**config.mk**
```make
export PLATFORM = sky130hd
export DESIGN_NAME = bit_divider_8
export DESIGN_NICKNAME = d
export VERILOG_FILES = /design/src/rtl/bit_divider_8_pkg.sv /design/src/rtl/bit_divider_8_reg_rq.sv /design/src/rtl/bit_divider_8.sv
export SDC_FILE = /design/constraint.sdc
export NUM_CORES = 1
export LEC_CHECK = 0
export BUFFER_PORTS_ARGS = -buffer_cell sky130_fd_sc_hd__buf_2
export CAP_MARGIN = 0
export CORE_MARGIN = 10
export CORE_UTILIZATION = 30
export CTS_CLUSTER_DIAMETER = 120
export DETAILED_ROUTE_END_ITERATION = 8
export GPL_TIMING_DRIVEN = 1
export PLACE_DENSITY = 0.61
export RECOVER_POWER = 25
export SLEW_MARGIN = 40
export SYNTH_ARGS = -nofsm -noshare
export SYNTH_HDL_FRONTEND = slang
export SYNTH_HIERARCHICAL = 1
export SYNTH_SLANG_ARGS = --single-unit
```
**constraint.sdc**
```tcl
create_clock -name Clk -period 9.7 [get_ports Clk]
set_clock_uncertainty 0.2 [all_clocks]
set_input_delay 0 -clock Clk [delete_from_list [all_inputs] [get_ports Clk]]
set_output_delay 0 -clock Clk [all_outputs]
set_load 0.02 [all_outputs]
```
**src/rtl/bit_divider_8_pkg.sv**
```systemverilog
// Shared types and constants for the sequential restoring divider.
package divider_pkg;

  localparam int DIV_WIDTH = 8;

  typedef enum logic [1:0] {
    IDLE = 2'd0,
    LOAD = 2'd1,
    STEP = 2'd2,
    DONE = 2'd3
  } div_state_t;

endpackage

```
**src/rtl/bit_divider_8_reg_rq.sv**
```systemverilog
// Partial-remainder / quotient shift register with the restoring subtract step.
module reg_RQ #(
  parameter int WIDTH = 8
) (
  input  logic             Clk,
  input  logic             Reset,
  input  logic             load,
  input  logic             shift,
  input  logic [WIDTH-1:0] dividend,
  input  logic [WIDTH-1:0] divisor,
  output logic [WIDTH:0]   r,
  output logic [WIDTH-1:0] q,
  output logic             diff_neg
);

  logic [WIDTH:0] t_r;
  logic [WIDTH:0] diff;

  // R's MSB is always 0 between steps (R < D), so shifting it out loses nothing.
  assign t_r      = {r[WIDTH-1:0], q[WIDTH-1]};
  assign diff     = t_r - {1'b0, divisor};
  assign diff_neg = diff[WIDTH];

  always_ff @(posedge Clk or negedge Reset) begin
    if (!Reset) begin
      r <= '0;
      q <= '0;
    end else if (load) begin
      r <= '0;
      q <= dividend;
    end else if (shift) begin
      if (!diff_neg) begin
        r <= diff;
        q <= {q[WIDTH-2:0], 1'b1};
      end else begin
        r <= t_r;
        q <= {q[WIDTH-2:0], 1'b0};
      end
    end
  end

endmodule

```
**src/rtl/bit_divider_8.sv**
```systemverilog
// Unsigned restoring divider: one shift-subtract step per clock, WIDTH steps per result.
//
// state | meaning
// IDLE  | waiting for Run; outputs keep the last result
// LOAD  | latch Dividend/Divisor, clear remainder and step counter
// STEP  | one shift-subtract per cycle, WIDTH cycles
// DONE  | result valid; wait for Run to drop before re-arming
module bit_divider_8
  import divider_pkg::*;
#(
  parameter int WIDTH = DIV_WIDTH
) (
  input  logic             Clk,
  input  logic             Reset,
  input  logic             Run,
  input  logic [WIDTH-1:0] Dividend,
  input  logic [WIDTH-1:0] Divisor,
  output logic [WIDTH-1:0] Quotient,
  output logic [WIDTH-1:0] Remainder,
  output logic             Busy,
  output logic             Done,
  output logic             DivByZero
);

  localparam int CW = $clog2(WIDTH + 1);
  localparam logic [CW-1:0] CNT_LAST = CW'(WIDTH - 1);

  div_state_t state, state_next;

  logic [CW-1:0]    cnt;
  logic [WIDTH-1:0] d;
  logic [WIDTH:0]   r;
  logic [WIDTH-1:0] q;
  logic             diff_neg;
  logic             load_en;
  logic             step_en;
  logic             unused_bits;

  always_ff @(posedge Clk or negedge Reset) begin
    if (!Reset) state <= IDLE;
    else        state <= state_next;
  end

  always_comb begin
    state_next = state;
    case (state)
      IDLE: if (Run) state_next = LOAD;
      LOAD: state_next = STEP;
      STEP: if (cnt == CNT_LAST) state_next = DONE;
      DONE: if (!Run) state_next = IDLE;
      default: state_next = IDLE;
    endcase
  end

  always_comb begin
    load_en = 1'b0;
    step_en = 1'b0;
    Busy    = 1'b0;
    Done    = 1'b0;
    case (state)
      LOAD: begin
        load_en = 1'b1;
        Busy    = 1'b1;
      end
      STEP: begin
        step_en = 1'b1;
        Busy    = 1'b1;
      end
      DONE:    Done = 1'b1;
      default: ;
    endcase
  end

  always_ff @(posedge Clk or negedge Reset) begin
    if (!Reset) begin
      cnt       <= '0;
      d         <= '0;
      DivByZero <= 1'b0;
    end else if (load_en) begin
      cnt       <= '0;
      d         <= Divisor;
      DivByZero <= (Divisor == '0);
    end else if (step_en) begin
      cnt <= cnt + CW'(1);
    end
  end

  reg_RQ #(.WIDTH(WIDTH)) u_reg_rq (
    .Clk      (Clk),
    .Reset    (Reset),
    .load     (load_en),
    .shift    (step_en),
    .dividend (Dividend),
    .divisor  (d),
    .r        (r),
    .q        (q),
    .diff_neg (diff_neg)
  );

  assign Quotient    = q;
  assign Remainder   = r[WIDTH-1:0];
  assign unused_bits = ^{r[WIDTH], diff_neg};

endmodule

```
==> metrics.md <==
| Metric | Value |
|---|---|
| Status | `finished, violations left` |
| Failing checks | `capacitance limit, slew limit` |
| Launching point of the worst reg2reg path | `u_reg_rq/q[7]` |
| Number of clock buffers inserted by TritonCTS | `5` |
| Final Slew Violations | `32` |
| Quantity of gates resized following cts | `0` |
| Count of port buffers added during placement | `37` |
| Total number of clock tree sinks | `31` |
| Data required, critical path | `9680 ps` |
| Max Freq | `between 200 and 300 MHz` |
| Setup repair after global routing missed its margin | `no` |
| Final core utilization | `about two fifths` |
| Routability congestion estimate | `about 0.84` |
| Min-Delay Endpoint | `u_reg_rq/q[6]` |
| Net Count, Synth | `230` |
| Portion of total power attributed to combinational logic | `about three fifths` |
| Maxcap violations | `1` |
| Overall die area | `~10000 um^2` |
| Part of the power in the clock network | `around 11%` |
| Worst flop-to-flop path endpoint | `u_reg_rq/r[5]` |
| Worst reg-to-reg path cell count | `14` |
| Pre-Repair DR Iteration Count | `4` |
| Pwr dens | `between 300 and 400 nW/um^2` |
| TritonCTS clock tree | `yes` |
| Ports placed on the boundary | `38` |
| Maximum fanout along the worst path | `8` |
| DRC violations left | `0` |
| Area of combinational cells with multiple inputs | `1030 um^2` |
| Type of the tightest min-delay check | `primary input to register` |
| Number of filler instances in the final layout | `between 600 and 700` |
| Wirelength, routed | `approximately 4500 um` |
| Instance count after placement with tap cells included | `302` |
| Hold path depth | `4` |
| Synthesis warning total | `6` |
| Setup crit end kind | `register` |
| Internal power consumption | `between 0.0004 and 0.0005 W` |
| Non-filler cells in the finished layout | `between 300 and 400` |
| Post-detailed-route via-to-cell ratio | `4.75` |
| Routed Antenna Nets | `0` |
| Power, Total | `about 0.0009 W` |
| Net count of the finished layout | `~290` |
| Vertical extent of the die | `about 100 um` |
| Total grt overflow | `0` |
| Clk Tree Root Cell | `sky130_fd_sc_hd__clkbuf_8` |
| Area growth syn-to-layout | `26.5%` |
| Syn Inst Count | `just under 200` |
| Ratio of final minimum period to clock period | `36.2%` |
| Vias | `about 1,600` |
| Fraction of power consumed by sequential logic | `26.7%` |
| Critical path launch point type | `register` |
| Clock transition at the registers of the reported paths | `~70 ps` |
| Final setup vio count | `0` |
| GRT Overall Usage | `a little under a tenth` |
| Post-route minimum period | `about 3500 ps` |
| Share of total power consumed by net switching | `about 46%` |
| Die Width | `99.8 um` |
| Initial Util | `between 30% and 40%` |
| Post CTS Setup Buffer Count | `0` |
| Normalized max-slew margin | `-16.3%` |
| NetSw | `between 0.0004 and 0.0005 W` |
| Detail Placement HPWL | `roughly 3300 um` |
| Clock network latency to the later pin of the worst-skew pair | `around 280 ps` |
| Worst Min Path Start | `Dividend[6]` |
| Setup TNS | `0 ps` |
| Arr. time, crit path | `between 3000 and 4000 ps` |
| Worst R2R Setup Slack | `6190 ps` |
| Number of core rows | `29` |
| Layout cells sized above 1 | `approximately a fifth` |
| Wire length of the first global-routing pass | `~7400 um` |
| Maximum buffer depth of the clock tree | `2` |
| FF/Latch Area | `between 700 and 800 um^2` |
| Critical path start-end classification | `register to register` |
| Core Box Area | `6280 um^2` |
| Vias in the first global route | `1,581` |
| Drt initial violations | `101` |
| Cell Area, Placed | `about 2200 um^2` |
| Diodes inserted | `0` |
| Synthesized area per cell | `9.79 um^2` |
| Number of antenna violations at the first check in global routing | `0` |
| Tightest Pin Transition | `around 1700 ps` |
| CTS H-tree lvls | `2` |
| Final Hold Vio Count | `0` |
| Maximum number of pins on one net before global-route repair | `32` |
| Leak pwr | `approximately 1.1 nW` |
| Worst voltage drop across the vdd grid | `~0.21 mV` |
| Total non-filler cell area in the finished layout | `2420 um^2` |
| Post-DR wirelength/cell | `approximately 14 um` |
| Netlist Area Pre-Place | `1910 um^2` |
==> area by class of cell <==
| class | instances | share of cell area, % |
|---|---|---|
| clock buffer | 6 | 3.42 |
| inverter | 17 | 2.64 |
| timing repair buffer | 57 | 15.1 |
| sequential | 31 | 32.1 |
| multi-input combinational | 138 | 42.6 |
| tap | 77 | 3.99 |
| clock inverter | 1 | 0.207 |
==> how the worst max path moves through the flow <==
stage / start / endpoint / slack (ps) / cells past startpoint
floorplan: u_reg_rq/q[7] / u_reg_rq/r[5] / 6480 / 15
global placement: u_reg_rq/q[7] / u_reg_rq/r[5] / 6350 / 14
detailed placement: u_reg_rq/q[7] / u_reg_rq/r[5] / 6250 / 14
CTS: u_reg_rq/q[7] / u_reg_rq/r[5] / 6230 / 14
global route: u_reg_rq/q[7] / u_reg_rq/r[5] / 5880 / 14
finish: u_reg_rq/q[7] / u_reg_rq/r[5] / 6190 / 14
==> metrics by stage <==
stage	setup WS [ps]	hold slack (ps)
after floorplan	6480	-496
after global placement	6350	-102
after detailed placement	6250	-106
after CTS	6230	125
after global routing	5880	268
final	6190	267
==> metal layers <==
| metal | vias to the layer above | routed length [um] | GRT usage [%] |
|---|---|---|---|
| li1 | 794 | - | - |
| met1 | 729 | 2110 | 11.3 |
| met2 | 24 | 2160 | 14.4 |
| met3 | 7 | 187 | 2.75 |
| met4 | 0 | 61 | 2.98 |
| met5 | - | 0 | 0 |
==> power groups by stage <==
stage,Combinational [W],Clock [W],Sequential [W]
after floorplan,0.000411,0,0.000267
after global placement,0.000554,0,0.000242
after detailed placement,0.000561,0,0.000243
after CTS,0.000568,0.000107,0.000241
after global routing,0.000621,0.000112,0.000250
final,0.000557,0.000103,0.000241
==> cells in the final DEF, fill, tap and decap left out, types with 2 or more instances in the layout <==
cell type and instances:
sky130_fd_sc_hd__nor4_1 2, sky130_fd_sc_hd__a21oi_1 9, sky130_fd_sc_hd__nand2_1 16, sky130_fd_sc_hd__inv_1 16, sky130_fd_sc_hd__nand3_1 5, sky130_fd_sc_hd__a211oi_1 4
sky130_fd_sc_hd__o21a_1 2, sky130_fd_sc_hd__nor2b_1 2, sky130_fd_sc_hd__nand2b_1 4, sky130_fd_sc_hd__o21ai_0 20, sky130_fd_sc_hd__nor2_1 11, sky130_fd_sc_hd__clkbuf_1 13
sky130_fd_sc_hd__mux2i_1 12, sky130_fd_sc_hd__clkbuf_8 6, sky130_fd_sc_hd__mux2_2 10, sky130_fd_sc_hd__ha_1 15, sky130_fd_sc_hd__o21ai_1 2, sky130_fd_sc_hd__dfrtp_1 31
sky130_fd_sc_hd__buf_2 24, sky130_fd_sc_hd__buf_4 2, sky130_fd_sc_hd__nand3b_1 2, sky130_fd_sc_hd__dlygate4sd3_1 18
==> worst max-delay path: stages (launching register included) <==
cell	delay [ps]
sky130_fd_sc_hd__dfrtp_1	400
sky130_fd_sc_hd__inv_1	80
sky130_fd_sc_hd__ha_1	150
sky130_fd_sc_hd__inv_1	50
sky130_fd_sc_hd__fa_1	420
sky130_fd_sc_hd__a211oi_2	270
sky130_fd_sc_hd__nor2_1	110
sky130_fd_sc_hd__o21a_1	190
sky130_fd_sc_hd__o211ai_1	160
sky130_fd_sc_hd__nand2_1	70
sky130_fd_sc_hd__ha_1	420
sky130_fd_sc_hd__clkinv_1	250
sky130_fd_sc_hd__nor3b_1	280
sky130_fd_sc_hd__mux2i_1	110
sky130_fd_sc_hd__a311oi_1	250
==> sequential cells by signal, summed over array words and instances (netlist names) <==
signal      flops
DivByZero       1
cnt             4
d               8
state           2
u_reg_rq/q      8
u_reg_rq/r      8
==> repair_timing <==
item	in CTS	in global routing
hold buffers	18	0
setup endpoints to repair	0	0
endpoints found under the hold margin	49	0
(Power assumes the default switching activity.)
